$ cat config.mk
export PLATFORM = sky130hd
export DESIGN_NAME = pipeline_control_unit
export DESIGN_NICKNAME = d
export VERILOG_FILES = /design/src/rtl/pipeline_control_unit_pkg.sv /design/src/rtl/pipeline_control_unit_control_decoder.sv /design/src/rtl/pipeline_control_unit.sv
export SDC_FILE = /design/constraint.sdc
export NUM_CORES = 1
export LEC_CHECK = 0
export ABC_AREA = 0
export BUFFER_PORTS_ARGS = -buffer_cell sky130_fd_sc_hd__buf_2
export CORE_MARGIN = 2
export CORE_UTILIZATION = 40
export CTS_CLUSTER_SIZE = 12
export DETAILED_ROUTE_END_ITERATION = 8
export PLACE_DENSITY = 0.76
export SYNTH_ARGS = -nofsm -noshare
export SYNTH_HDL_FRONTEND = slang
export SYNTH_HIERARCHICAL = 1
export SYNTH_SLANG_ARGS = --single-unit
$ cat constraint.sdc
create_clock -name clk -period 1.89 [get_ports clk]
set_clock_uncertainty 0.15 [all_clocks]
set_input_delay 0.0945 -clock clk [delete_from_list [all_inputs] [get_ports clk]]
set_output_delay 0.0945 -clock clk [all_outputs]
set_load 0.02 [all_outputs]
$ cat src/rtl/pipeline_control_unit_pkg.sv
// Shared definitions for the pipeline control unit: opcodes, ALUOp codes and
// the per-stage control bundles.
package pipeline_control_unit_pkg;

  localparam logic [5:0] OP_RTYPE = 6'b000000;
  localparam logic [5:0] OP_LW    = 6'b100011;
  localparam logic [5:0] OP_SW    = 6'b101011;
  localparam logic [5:0] OP_BEQ   = 6'b000100;
  localparam logic [5:0] OP_ADDI  = 6'b001000;
  localparam logic [5:0] OP_J     = 6'b000010;

  localparam logic [1:0] ALUOP_ADD   = 2'b00;
  localparam logic [1:0] ALUOP_SUB   = 2'b01;
  localparam logic [1:0] ALUOP_FUNCT = 2'b10;

  // Nested so that each pipeline stage simply peels off the next sub-bundle.
  typedef struct packed {
    logic regwrite;
    logic memtoreg;
  } wb_ctrl_t;

  typedef struct packed {
    logic     branch;
    logic     memread;
    logic     memwrite;
    wb_ctrl_t wb;
  } mem_ctrl_t;

  typedef struct packed {
    logic       regdst;
    logic       alusrc;
    logic [1:0] aluop;
    mem_ctrl_t  mem;
  } ex_ctrl_t;

  typedef struct packed {
    ex_ctrl_t ex;
    logic     jump;
  } ctrl_t;

  localparam int unsigned CTRL_W = $bits(ctrl_t);

endpackage

$ cat src/rtl/pipeline_control_unit_control_decoder.sv
// Combinational main-control decode table; shared with single-cycle builds.
module pipeline_control_unit_control_decoder
  import pipeline_control_unit_pkg::*;
#(
  parameter int unsigned OPCODE_W = 6
) (
  input  logic [OPCODE_W-1:0] opcode,
  output logic [CTRL_W-1:0]   ctrl,
  output logic                illegal
);

  ctrl_t c;

  // Opcode to control bundle; unknown opcodes decode to all-zero and flag illegal.
  always_comb begin
    c       = '0;
    illegal = 1'b0;
    case (opcode)
      OP_RTYPE: begin
        c.ex.regdst      = 1'b1;
        c.ex.aluop       = ALUOP_FUNCT;
        c.ex.mem.wb.regwrite = 1'b1;
      end
      OP_LW: begin
        c.ex.alusrc      = 1'b1;
        c.ex.aluop       = ALUOP_ADD;
        c.ex.mem.memread = 1'b1;
        c.ex.mem.wb.regwrite = 1'b1;
        c.ex.mem.wb.memtoreg = 1'b1;
      end
      OP_SW: begin
        c.ex.alusrc       = 1'b1;
        c.ex.aluop        = ALUOP_ADD;
        c.ex.mem.memwrite = 1'b1;
      end
      OP_BEQ: begin
        c.ex.aluop      = ALUOP_SUB;
        c.ex.mem.branch = 1'b1;
      end
      OP_ADDI: begin
        c.ex.alusrc      = 1'b1;
        c.ex.aluop       = ALUOP_ADD;
        c.ex.mem.wb.regwrite = 1'b1;
      end
      OP_J: begin
        c.jump = 1'b1;
      end
      default: begin
        illegal = 1'b1;
      end
    endcase
    ctrl = c;
  end

endmodule

$ cat src/rtl/pipeline_control_unit.sv
// Pipelined main control: ID decode, ID/EX - EX/MEM - MEM/WB control registers,
// load-use bubble insertion, branch flush, external hold and stall counting.
module pipeline_control_unit
  import pipeline_control_unit_pkg::*;
#(
  parameter int unsigned OPCODE_W    = 6,
  parameter int unsigned REG_ADDR_W  = 5,
  parameter int unsigned CNT_W       = 16,
  parameter logic        LOAD_USE_EN = 1'b1
) (
  input  logic                  clk,
  input  logic                  reset,
  input  logic                  hold,
  input  logic [OPCODE_W-1:0]   opcode_id,
  input  logic [REG_ADDR_W-1:0] rs_id,
  input  logic [REG_ADDR_W-1:0] rt_id,
  input  logic                  branch_taken_mem,
  output logic                  jump_id,
  output logic                  pc_write,
  output logic                  if_id_write,
  output logic                  if_id_flush,
  output logic                  ex_regdst,
  output logic                  ex_alusrc,
  output logic [1:0]            ex_aluop,
  output logic [REG_ADDR_W-1:0] ex_rt,
  output logic                  mem_branch,
  output logic                  mem_memread,
  output logic                  mem_memwrite,
  output logic                  wb_regwrite,
  output logic                  wb_memtoreg,
  output logic                  illegal_op,
  output logic [CNT_W-1:0]      stall_count
);

  logic [CTRL_W-1:0]   dec_vec;
  ctrl_t               dec;
  logic                dec_illegal;
  logic                load_use;

  ex_ctrl_t            ex_q,      ex_d;
  logic [REG_ADDR_W-1:0] ex_rt_q, ex_rt_d;
  mem_ctrl_t           mem_q,     mem_d;
  wb_ctrl_t            wb_q,      wb_d;
  logic                illegal_q, illegal_d;
  logic [CNT_W-1:0]    cnt_q,     cnt_d;

  pipeline_control_unit_control_decoder #(
    .OPCODE_W (OPCODE_W)
  ) u_decoder (
    .opcode  (opcode_id),
    .ctrl    (dec_vec),
    .illegal (dec_illegal)
  );

  assign dec = ctrl_t'(dec_vec);

  // Load in EX whose destination feeds the instruction currently in ID.
  always_comb begin
    load_use = LOAD_USE_EN && ex_q.mem.memread &&
               ((ex_rt_q == rs_id) || (ex_rt_q == rt_id));
  end

  // Next state of the stage registers: hold > flush > load-use > normal advance.
  // A stalled or flushed ID instruction never raises illegal_op; a stalled one
  // is re-decoded on the following cycle, keeping the pulse to one cycle.
  always_comb begin
    ex_d      = ex_q;
    ex_rt_d   = ex_rt_q;
    mem_d     = mem_q;
    wb_d      = wb_q;
    illegal_d = illegal_q;
    cnt_d     = cnt_q;
    if (!hold) begin
      wb_d = mem_q.wb;
      if (branch_taken_mem) begin
        ex_d      = '0;
        ex_rt_d   = rt_id;
        mem_d     = '0;
        illegal_d = 1'b0;
      end else if (load_use) begin
        ex_d      = '0;
        ex_rt_d   = '0;
        mem_d     = ex_q.mem;
        illegal_d = 1'b0;
        if (cnt_q != '1) begin
          cnt_d = cnt_q + 1'b1;
        end
      end else begin
        ex_d      = dec.ex;
        ex_rt_d   = rt_id;
        mem_d     = ex_q.mem;
        illegal_d = dec_illegal;
      end
    end
  end

  // Stage registers with synchronous reset.
  always_ff @(posedge clk) begin
    if (reset) begin
      ex_q      <= '0;
      ex_rt_q   <= '0;
      mem_q     <= '0;
      wb_q      <= '0;
      illegal_q <= 1'b0;
      cnt_q     <= '0;
    end else begin
      ex_q      <= ex_d;
      ex_rt_q   <= ex_rt_d;
      mem_q     <= mem_d;
      wb_q      <= wb_d;
      illegal_q <= illegal_d;
      cnt_q     <= cnt_d;
    end
  end

  // Front-end enables; reset forces the PC and IF/ID to keep moving.
  always_comb begin
    pc_write    = 1'b1;
    if_id_write = 1'b1;
    if_id_flush = 1'b0;
    if (!reset) begin
      if (hold) begin
        pc_write    = 1'b0;
        if_id_write = 1'b0;
      end else if (branch_taken_mem) begin
        if_id_flush = 1'b1;
      end else if (load_use) begin
        pc_write    = 1'b0;
        if_id_write = 1'b0;
      end
    end
  end

  // Registered bundles fanned out to the datapath.
  always_comb begin
    jump_id      = dec.jump && !branch_taken_mem;
    ex_regdst    = ex_q.regdst;
    ex_alusrc    = ex_q.alusrc;
    ex_aluop     = ex_q.aluop;
    ex_rt        = ex_rt_q;
    mem_branch   = mem_q.branch;
    mem_memread  = mem_q.memread;
    mem_memwrite = mem_q.memwrite;
    wb_regwrite  = wb_q.regwrite;
    wb_memtoreg  = wb_q.memtoreg;
    illegal_op   = illegal_q;
    stall_count  = cnt_q;
  end

endmodule
**Word level (Yosys, flattened, before mapping)**

Index checks and enable logic that the tools add are counted.

- Flip-flop bits (word level): 38
- Input port bits: 20

- $add $sub $neg: 1
- Bitwise operators: 2
- Equal/unequal tests: 8
- Reduce and logical (&&, ||, !) cells: 9
- Muxes and demuxes: 23

Operators by type and width:

| cell | number |
|---|---|
| $mux W9 | 2 |
| $mux W1 | 17 |
| $add A16 B1 Y16 const B | 1 |
| $ne A16 B16 Y1 const B | 1 |
| $mux W5 | 3 |
| $eq A6 B6 Y1 const B | 2 |
| $eq A5 B5 Y1 | 2 |
| $eq A6 B2 Y1 const B | 1 |
| $eq A6 B3 Y1 const B | 1 |
| $eq A6 B4 Y1 const B | 1 |
| $logic_not A6 Y1 | 1 |
| $reduce_or A3 Y1 | 2 |
| $reduce_or A6 Y1 | 1 |
| $pmux W2 S2 | 1 |
| $reduce_and A4 Y1 | 1 |
| $logic_and A1 B1 Y1 | 2 |
| $not A1 Y1 | 2 |
| $logic_not A1 Y1 | 1 |
| $logic_or A1 B1 Y1 | 1 |

**Longest topological paths before layout**

Gate-level depths: netlist of the first run.

- Word-level depth: 7
- Gate-level depth with buffers: 6

**By module**

Netlist of the first run, hierarchy kept.

Modules (own cells, without submodules):

| module | cells each | instances | area an instance (um^2) |
|---|---|---|---|
| pipeline_control_unit | 207 | 1 | 1934.4 |
| pipeline_control_unit_control_decoder | 23 | 1 | 181.4 |

**Worst setup path before layout of the first run**

No wires, ideal clock.

- Path type: register -> register
- Start: register ex_rt_q[1] (netlist: ex_rt[1])
- End: register cnt_q[6] (netlist: stall_count[6])
- Path buffers: 1
- Data arrival time: 1.758 ns
- Required time: 1.617 ns
- Setup time: 0.123 ns
- Cell stages (with the launch flop): 7
- Slack: -0.141 ns
- Path through: dfxtp_1 > xor2_1 > nor4_1 > a32oi_2 > buf_2 > nor4_2 > mux2_1

- Word-level cells in the longest chain between the ends: 4
- Elaborated cells between the ends (all ways): 5

Ends and longest elaborated chain:

| element | line | source |
|---|---|---|
| start, declared | pipeline_control_unit.sv:41 | `logic [REG_ADDR_W-1:0] ex_rt_q, ex_rt_d;` |
| start signal, assigned | pipeline_control_unit.sv:108 | `ex_rt_q <= ex_rt_d;` |
| $eq A5 B5 Y1 | pipeline_control_unit.sv:60 | `((ex_rt_q == rs_id) \|\| (ex_rt_q == rt_id));` |
| $logic_or A1 B1 Y1 * | pipeline_control_unit.sv:60 |  |
| $logic_and A1 B1 Y1 * | pipeline_control_unit.sv:59 | `load_use = LOAD_USE_EN && ex_q.mem.memread &&` |
| $reduce_and A4 Y1 (no source line) * | - |  |
| end signal, assigned | pipeline_control_unit.sv:112 | `cnt_q <= cnt_d;` |
| end, declared | pipeline_control_unit.sv:45 | `logic [CNT_W-1:0] cnt_q, cnt_d;` |

Every way passes the cells marked *; elsewhere a longest branch is shown, timed or not.
A chain may end at the register's enable or synchronous reset.

**Worst setup path after layout of the first run**

- Start: register ex_rt_q[1] (netlist: ex_rt[1])
- End: output if_id_write

- Word-level cells in the longest chain between the ends: 7
- Elaborated cells between the ends (all ways): 8

Ends and longest elaborated chain:

| element | line | source |
|---|---|---|
| $eq A5 B5 Y1 | pipeline_control_unit.sv:60 |  |
| $logic_or A1 B1 Y1 * | pipeline_control_unit.sv:60 |  |
| $logic_and A1 B1 Y1 * | pipeline_control_unit.sv:59 |  |
| $mux W1 * | pipeline_control_unit.sv:127 | `end else if (load_use) begin` |
| $mux W1 * | pipeline_control_unit.sv:125 | `end else if (branch_taken_mem) begin` |
| $mux W1 * | pipeline_control_unit.sv:122 | `if (hold) begin` |
| $mux W1 * | pipeline_control_unit.sv:121 | `if (!reset) begin` |
| end, declared | pipeline_control_unit.sv:20 | `output logic if_id_write,` |

Marked as above.

==> impl_metrics.py, run 1 <==
metrics = {
    "run_status": {
        "outcome": "finished with violations",
        "violations_in_the_final_reports": "negative setup slack",
    },
    "placement": {
        "post_detail_place_hpwl_mm": 3.42,
        "finalWeightedCongestion": 0.796,
        "numPortBuffers": 54,
        "placed_area_mm2": 0.00257,
    },
    "flow_run": {
        "timing.max_cap.violations": 0,
    },
    "critical_path": {
        "path_max_fanout": 3,
        "worstPathCellList": "buf_6 > xor2_2 > nor2_2 > a32oi_2 > buf_4 > a21o_1 > buf_6",
        "path_common_cell": "sky130_fd_sc_hd__buf_6",
        "timing.reg2reg.setup_slack_ns": -0.11,
        "critical_path_endpoint_category": "output pin",
        "crit_slowest_cell": "sky130_fd_sc_hd__dfxtp_4",
        "required_time_of_the_critical_path_ns": 1.65,
        "critPathKind": "register to output pin",
        "r2r_end": "stall_count[7]",
        "critical_path.max_stage_delay_ns": 0.36,
        "worstSetupStartpointType": "register",
        "crit_arrival_ns": 1.76,
        "r2r.worst_path.cells": 7,
        "worst_r2r_startpoint": "ex_rt[1]",
        "cell_type_group_with_the_largest_total_delay_on_the_critical_path": "buffers and inverters",
        "worstPathBufferInverterCount": 3,
    },
    "finish": {
        "mostFrequentLayoutCell": "sky130_fd_sc_hd__buf_2",
        "diodes": 0,
        "final.fill_count": 442,
        "fin_area_mm2": 0.00303,
        "most-common-layout-cells": "sky130_fd_sc_hd__buf_2 (52), sky130_fd_sc_hd__dfxtp_1 (25), sky130_fd_sc_hd__nor2_1 (24), sky130_fd_sc_hd__buf_4 (22), sky130_fd_sc_hd__nor2b_1 (15)",
        "area_growth_pct": 43.2,
        "num-nets-final": 325,
        "fraction_of_final_layout_cells_sized_beyond_drive_strength_1_pct": 47.9,
    },
    "sta": {
        "setup_tns_ns": -1.62,
        "timing.final.hold_violations": 0,
        "finalHoldWorstSlack_ns": 0.0598,
        "setup_violations_final": 26,
        "maxSlewViolCount": 0,
        "layout_min_cycle_time_ns": 2.00,
        "final_worst_path_period_share_pct": 106,
        "max_clock_freq_mhz": 499,
        "transition_at_the_pin_with_the_smallest_max_transition_slack_ns": 0.679,
        "setup_ws_ns": -0.114,
        "grt_setup_unrepaired": "true",
        "relSlewSlack_pct": 54.6,
    },
    "grt": {
        "grt_max_degree": 26,
        "grt_first_pass_wirelength_mm": 9.19,
        "first_global_vias": 1973,
        "globalRouteTotalUtil_pct": 19.2,
        "globalRoute.totalOverflow": 0,
        "antenna_found_initial": 0,
    },
    "route": {
        "route.final.wire_length_mm": 5.68,
        "vias": 1962,
        "vias_per_cell": 5.23,
        "detail_route.iter0.violations": 75,
        "routed_wirelength_normalized_by_instance_count_um": 15.1,
        "drt.antenna.violating_nets": 0,
        "detail_route.drc_violations": 0,
        "detail_route.first_pass.iterations": 4,
    },
    "clocking": {
        "numClockSinks": 38,
        "number_of_buffers_on_the_longest_clock_path": 2,
        "cts.reportedPaths.clkPinSlew_ns": 0.08,
        "cts-buffers-inserted": 5,
        "clk-insertion-delay-late_ns": 0.29,
        "cts_tree": "done",
        "cts.root.buffer_cell": "sky130_fd_sc_hd__clkbuf_8",
        "cts_htree_levels": 2,
    },
    "power": {
        "power.internal_mw": 1.19,
        "power.density_mw_per_mm2": 533,
        "power_frac_clock_pct": 36.9,
        "power.static_leakage_nw": 1.33,
        "power.switching_mw": 0.428,
        "power_frac_seq_pct": 50.5,
        "switching_share_pct": 26.5,
        "pwr-share-comb_pct": 12.6,
        "max-vdd-ir-drop_uv": 356,
    },
    "floorplanning": {
        "io-pin-count": 55,
        "initial_utilization_pct": 41.4,
        "dieArea_mm2": 0.00589,
        "core_area_mm2": 0.00511,
        "number_of_standard_cell_rows_in_the_floorplan": 26,
        "fp.dieW_um": 76.7,
        "die_height_um": 76.7,
    },
    "hold_path": {
        "worstHoldPathCells": 4,
        "holdCritPathClass": "primary input to register",
        "hold_path_end": "mem_memread",
        "holdCritStartpoint": "branch_taken_mem",
    },
    "synth": {
        "post_synth.cell_area_avg_um2": 9.20,
        "ys_types": 46,
        "synth_async_sr_flop_share_pct": 0,
        "combinational_family_with_the_most_area_after_synthesis": "simple AND/OR/NAND/NOR gates",
        "synth.mux.area_fraction_pct": 9.34,
        "synth_ff_type": "sky130_fd_sc_hd__dfxtp_1",
        "yosys_warnings": 6,
        "syn-num-nets": 251,
        "synth.cell_area_mm2": 0.00212,
        "fraction_of_the_mapped_netlist_area_in_simple_logic_gates_pct": 33.2,
        "syn_inst": 230,
        "synth_edf_count": 0,
        "ys_seq_elements": 38,
        "synth.yosys.seq_area_share_pct": 36.0,
        "post_synth_adder_cell_area_pct": 0.591,
        "compound_cell_area_share_of_the_yosys_netlist_pct": 10.8,
        "synth_xor_area_share_pct": 4.14,
    },
}
[power by group through the flow]
| stage | registers [mW] | clock network, mW | logic [mW] |
|---|---|---|---|
| floorplan | 0.844 | 0 | 0.0962 |
| global placement | 0.834 | 0 | 0.169 |
| detailed placement | 0.834 | 0 | 0.172 |
| CTS | 0.816 | 0.603 | 0.194 |
| global route | 0.817 | 0.639 | 0.220 |
| finish | 0.816 | 0.595 | 0.203 |
[registers in the layout, summed over array words and instances, names as in the netlist, 2 cells and up]
| register | flops |
|---|---|
| ex_aluop | 2 |
| ex_q | 5 |
| ex_rt | 5 |
| mem_q | 2 |
| stall_count | 16 |
[tightest hold or removal path, stage by stage]
cell and delay [ns]:
sky130_fd_sc_hd__buf_2 0.12, sky130_fd_sc_hd__nor2_1 0.07, sky130_fd_sc_hd__mux2i_1 0.13, sky130_fd_sc_hd__nor2_1 0.05
[cell usage after synthesis, types with 2 or more instances]
| cell | instances | share of area [%] |
|---|---|---|
| sky130_fd_sc_hd__a21oi_1 | 10 | 2.4 |
| sky130_fd_sc_hd__a22o_1 | 10 | 4.1 |
| sky130_fd_sc_hd__and3_1 | 2 | 0.59 |
| sky130_fd_sc_hd__and4_1 | 2 | 0.83 |
| sky130_fd_sc_hd__buf_1 | 2 | 0.35 |
| sky130_fd_sc_hd__buf_2 | 2 | 0.47 |
| sky130_fd_sc_hd__buf_4 | 7 | 2.5 |
| sky130_fd_sc_hd__clkbuf_1 | 9 | 1.6 |
| sky130_fd_sc_hd__dfxtp_1 | 38 | 36 |
| sky130_fd_sc_hd__inv_1 | 2 | 0.35 |
| sky130_fd_sc_hd__mux2_1 | 14 | 7.5 |
| sky130_fd_sc_hd__mux2i_1 | 4 | 1.9 |
| sky130_fd_sc_hd__nand2_1 | 12 | 2.1 |
| sky130_fd_sc_hd__nand2b_1 | 2 | 0.59 |
| sky130_fd_sc_hd__nand3_1 | 9 | 2.1 |
| sky130_fd_sc_hd__nand4_1 | 3 | 0.89 |
| sky130_fd_sc_hd__nor2_1 | 25 | 4.4 |
| sky130_fd_sc_hd__nor2b_1 | 15 | 4.4 |
| sky130_fd_sc_hd__nor3_1 | 5 | 1.2 |
| sky130_fd_sc_hd__nor3_2 | 2 | 0.95 |
| sky130_fd_sc_hd__nor3b_1 | 5 | 1.8 |
| sky130_fd_sc_hd__nor4_1 | 5 | 1.5 |
| sky130_fd_sc_hd__nor4_2 | 11 | 6.5 |
| sky130_fd_sc_hd__nor4b_2 | 2 | 1.4 |
| sky130_fd_sc_hd__o31ai_1 | 2 | 0.71 |
| sky130_fd_sc_hd__xor2_1 | 10 | 4.1 |
[area by class of cell]
class	count	area, µm²	share of cell area [%]
Clock inverter	2	11.3	0.372
Inverter	3	11.3	0.372
Multi-Input combinational cell	169	1470	48.5
Tap cell	70	87.6	2.89
Timing Repair Buffer	87	589	19.4
Sequential cell	38	779	25.7
Clock buffer	6	82.6	2.73
[worst max path at each step]
stage                         from              to  slack, ns  cells after the start
after floorplan           ex_rt[1]  stall_count[0]      0.004                      5
after global placement    ex_rt[1]  stall_count[4]      -0.03                      6
after detailed placement  ex_rt[1]  stall_count[4]      -0.11                      6
after CTS                 ex_rt[4]        pc_write      -0.09                      6
after global routing      ex_rt[1]  stall_count[9]      -0.18                      8
final                     ex_rt[1]     if_id_write      -0.11                      7
[layer usage]
layer	global-route usage, %	wire, µm	vias up
li1	-	-	975
met1	23.4	2540	925
met2	33.9	2820	55
met3	4.00	259	7
met4	5.45	61	0
met5	0	0	-
[stage by stage]
step                      utilization, %  power [mW]  setup WS [ns]  instances
after floorplan                        -       0.940        0.00373        230
after global placement              50.4        1.00        -0.0266        356
after detailed placement            50.4        1.01         -0.106        356
after CTS                           58.3        1.61        -0.0852        374
after global routing                59.3        1.68         -0.183        375
final                               59.3        1.61         -0.114        375
[repair_timing]
item                                    4_1_cts  5_1_grt
resized for setup                            35       12
hold buffers                                  6        0
pin swaps                                     6        8
hold endpoints to repair                      9        0
endpoints found under the setup margin       18       28
buffers inserted                              3        0
gates cloned                                  1        1
[cells by family (layout without fill, tap and decap cells)]
| group | after synthesis | after routing |
|---|---|---|
| AND/OR/NAND/NOR | 109 | 109 |
| AO/OA/AOI/OAI | 30 | 31 |
| flip-flops | 38 | 38 |
| buffers and inverters | 24 | 98 |
| adder cells (fa/ha/maj) | 1 | 1 |
| multiplexers | 18 | 18 |
| XOR/XNOR | 10 | 10 |
Power figures use the tool's default switching activity.
==> run 2, diff against run 1 <==
--- a/config.mk
+++ b/config.mk
@@ -5,7 +5,7 @@
 export SDC_FILE = /design/constraint.sdc
 export NUM_CORES = 1
 export LEC_CHECK = 0
-export ABC_AREA = 0
+export ABC_AREA = 1
 export BUFFER_PORTS_ARGS = -buffer_cell sky130_fd_sc_hd__buf_2
 export CORE_MARGIN = 2
 export CORE_UTILIZATION = 40
==> run 2 against run 1 <==
  * The flow now finishes without violations
  * Via count grew 11%
  * Register-to-register slack improved by 0.23 ns
  * Sequential share of layout area rose by 2.9 points
  * Count of clock-buffer cells in the layout stayed put
  * Global-route usage decreased by 0.99 points
  * Flip-flop and latch count did not move
  * Cell count increased by 19%
  * Synthesized cell count up 37%
==> impl_metrics.py, run 2 <==
metrics = {
    "finish": {
        "diodes": 0,
        "fraction_of_final_layout_cells_sized_beyond_drive_strength_1_pct": 29.6,
        "area_growth_pct": 27.2,
        "mostFrequentLayoutCell": "sky130_fd_sc_hd__nand2_1",
        "largest_reg_flops": 16,
        "most-common-layout-cells": "sky130_fd_sc_hd__nand2_1 (86), sky130_fd_sc_hd__buf_2 (51), sky130_fd_sc_hd__nor2_1 (37), sky130_fd_sc_hd__dfxtp_1 (32), sky130_fd_sc_hd__a21oi_1 (30)",
        "final.fill_count": 508,
        "num-nets-final": 400,
        "layout.cells.non_filler": 448,
    },
    "route": {
        "met3_length_um": 266,
        "vias_per_cell": 4.88,
        "top_layer_used": "met4",
        "routed_wirelength_normalized_by_instance_count_um": 11.9,
        "met2RoutedLength_mm": 2.57,
        "vias": 2187,
        "detail_route.iter0.violations": 159,
        "detail_route.first_pass.iterations": 6,
        "drt.antenna.violating_nets": 0,
        "detail_route.drc_violations": 0,
        "wirelength_met1_mm": 2.35,
        "route.final.wire_length_mm": 5.33,
    },
    "critical_path": {
        "r2r.worst_path.cells": 11,
        "crit_arrival_ns": 1.85,
        "critPathKind": "primary input to register",
        "crit_slowest_cell": "sky130_fd_sc_hd__dlygate4sd3_1",
        "critical_path.max_stage_delay_ns": 0.53,
        "timing.reg2reg.setup_slack_ns": 0.12,
        "critical_path_endpoint_category": "register",
        "path_max_fanout": 6,
        "required_time_of_the_critical_path_ns": 1.96,
        "path_common_cell": "sky130_fd_sc_hd__nand3_2",
        "cell_type_group_with_the_largest_total_delay_on_the_critical_path": "buffers and inverters",
        "r2r_end": "stall_count[14]",
        "worstSetupStartpointType": "primary input",
        "worstPathBufferInverterCount": 3,
        "worst_r2r_startpoint": "ex_rt[3]",
        "worstPathCellList": "dlygate4sd3_1 > buf_2 > xnor2_1 > nand3_2 > nand2_4 > buf_12 > nand3_2 > nor2_2 > nand2_1 > a21oi_1",
    },
    "grt": {
        "antenna_found_initial": 0,
        "globalRoute.totalOverflow": 0,
        "first_global_vias": 2023,
        "grt_first_pass_wirelength_mm": 8.80,
        "globalRouteTotalUtil_pct": 18.2,
        "grt_max_degree": 32,
    },
    "synth": {
        "ys_types": 28,
        "synthDominantAreaCellType": "sky130_fd_sc_hd__dfxtp_1",
        "yosys.cell_count.top_type": "sky130_fd_sc_hd__nand2_1",
        "synth_async_sr_flop_share_pct": 0,
        "synth_edf_count": 0,
        "synthDominantCellAreaShare_pct": 36.0,
        "synth.cell_area_mm2": 0.00211,
        "compound_cell_area_share_of_the_yosys_netlist_pct": 9.60,
        "fraction_of_the_mapped_netlist_area_in_simple_logic_gates_pct": 40.7,
        "synth.mux.area_fraction_pct": 0,
        "yosys_warnings": 6,
        "ys_seq_elements": 38,
        "post_synth_adder_cell_area_pct": 0.593,
        "syn_inst": 316,
        "synth_ff_type": "sky130_fd_sc_hd__dfxtp_1",
        "ys_top_cells_by_area": "sky130_fd_sc_hd__dfxtp_1 (36%), sky130_fd_sc_hd__nand2_1 (16%), sky130_fd_sc_hd__a21oi_1 (7.1%)",
        "synth.top_cells.by_count": "sky130_fd_sc_hd__nand2_1 (88), sky130_fd_sc_hd__nor2_1 (39), sky130_fd_sc_hd__dfxtp_1 (38), sky130_fd_sc_hd__a21oi_1 (30), sky130_fd_sc_hd__inv_1 (26)",
        "combinational_family_with_the_most_area_after_synthesis": "simple AND/OR/NAND/NOR gates",
        "post_synth.cell_area_avg_um2": 6.68,
        "synth_xor_area_share_pct": 4.15,
        "syn-num-nets": 337,
        "synth.yosys.seq_area_share_pct": 36.0,
    },
    "placement": {
        "count_of_placed_standard_cells_including_taps": 434,
        "numPortBuffers": 54,
        "finalWeightedCongestion": 0.914,
        "post_detail_place_hpwl_mm": 3.74,
    },
    "sta": {
        "final_worst_path_period_share_pct": 94.3,
        "transition_at_the_pin_with_the_smallest_max_transition_slack_ns": 0.345,
        "setup_violations_final": 0,
        "maxSlewViolCount": 0,
        "finalHoldWorstSlack_ns": 0.00439,
        "layout_min_cycle_time_ns": 1.78,
        "max_clock_freq_mhz": 561,
        "timing.final.hold_violations": 0,
        "relSlewSlack_pct": 76.9,
    },
    "floorplanning": {
        "initial_utilization_pct": 41.3,
        "number_of_standard_cell_rows_in_the_floorplan": 26,
        "die_height_um": 76.6,
        "dieArea_mm2": 0.00587,
        "io-pin-count": 55,
        "fp.dieW_um": 76.6,
        "core_area_mm2": 0.00511,
    },
    "clocking": {
        "cts-buffers-inserted": 5,
        "cts_tree": "done",
        "cts.reportedPaths.clkPinSlew_ns": 0.07,
        "clk-insertion-delay-late_ns": 0.29,
        "cts_htree_levels": 2,
        "numClockSinks": 38,
        "number_of_buffers_on_the_longest_clock_path": 2,
        "cts.root.buffer_cell": "sky130_fd_sc_hd__clkbuf_8",
    },
    "hold_path": {
        "worstHoldPathCells": 3,
        "holdCritPathClass": "primary input to register",
        "holdCritStartpoint": "hold",
        "hold_path_end": "ex_rt[1]",
    },
    "run_status": {
        "outcome": "complete, no violations",
    },
    "power": {
        "power.density_mw_per_mm2": 580,
        "power.static_leakage_nw": 1.20,
        "max-vdd-ir-drop_uv": 321,
    },
    "flow_run": {
        "timing.max_cap.violations": 0,
    },
}
-- run 2: cell types whose count changed in the layout (fill, tap and decap cells not counted), moves of 11 or more --
cell,delta
sky130_fd_sc_hd__buf_4,-14
sky130_fd_sc_hd__inv_1,+24
sky130_fd_sc_hd__nand3_2,+11
sky130_fd_sc_hd__mux2_4,-13
sky130_fd_sc_hd__nor2b_1,-15
sky130_fd_sc_hd__nor2_1,+13
sky130_fd_sc_hd__nor4_4,-11
sky130_fd_sc_hd__nand2_1,+74
sky130_fd_sc_hd__a21oi_1,+21
sky130_fd_sc_hd__nand3_1,+14
-- run 2: metrics by stage --
step	setup WS (ns)	setup TNS (ns)	util, %	power [mW]	cell area (µm²)
after floorplan	0.117	0	-	0.943	2110
after global placement	0.192	0	48.0	0.999	2450
after detailed placement	0.0449	0	48.0	1.00	2450
after CTS	-0.00855	-0.00895	50.6	1.55	2590
after global routing	-0.00203	-0.00235	52.6	1.63	2690
final	0.108	0	52.6	1.56	2690
-- run 2: timing repair --
item	CTS	global route
gates resized for setup	1	19
setup buffers	0	2
cloned	0	2
endpoints found under the setup margin	4	18
pin swaps	0	5
hold endpoints to repair	5	0
hold buffers	5	0
-- run 2: how the worst max path moves through the flow --
stage	from	endpoint	slack (ns)	cells after the start
finish	rt_id[4]	stall_count[14]	0.11	10
floorplan	stall_count[0]	stall_count[13]	0.12	9
detailed placement	stall_count[0]	stall_count[5]	0.04	7
global placement	stall_count[0]	stall_count[14]	0.19	7
global route	ex_rt[1]	if_id_write	-0.002	10
CTS	stall_count[0]	stall_count[5]	-0.009	7
-- run 2: routing by layer --
layer / up-vias / GRT usage (%)
met5: - / 0
met3: 15 / 3.79
met2: 60 / 31.9
li1: 1132 / -
met1: 980 / 21.4
met4: 0 / 7.82
-- run 2: cell type report --
cell class	instances	area, µm²	share of cell area, %
Clock buffer	6	82.6	3.08
Tap cell	70	87.6	3.26
Timing Repair Buffer	67	410	15.3
Sequential cell	38	768	28.6
Inverter	32	120	4.47
Multi-Input combinational cell	235	1220	45.3
-- run 2: kinds of logic after synthesis --
kind of cell | count (synthesis)
flip-flops | 38
buffers and inverters | 45
XOR/XNOR | 10
adder cells (fa/ha/maj) | 1
AND/OR/NAND/NOR | 183
AO/OA/AOI/OAI | 39
-- run 2: worst min-delay path, delay by kind of cell --
family	cells	cell delay, ns
AOI/OAI and AO/OA	1	0.05
buffers and inverters	1	0.17
and+or+nand+nor	1	0.08
-- run 2: power breakdown --
part	total, mW	switching, mW	leakage (nW)	internal, mW
clock network	0.548	0.267	0.0431	0.281
registers	0.822	0.0104	0.310	0.811
logic	0.188	0.116	0.847	0.0727
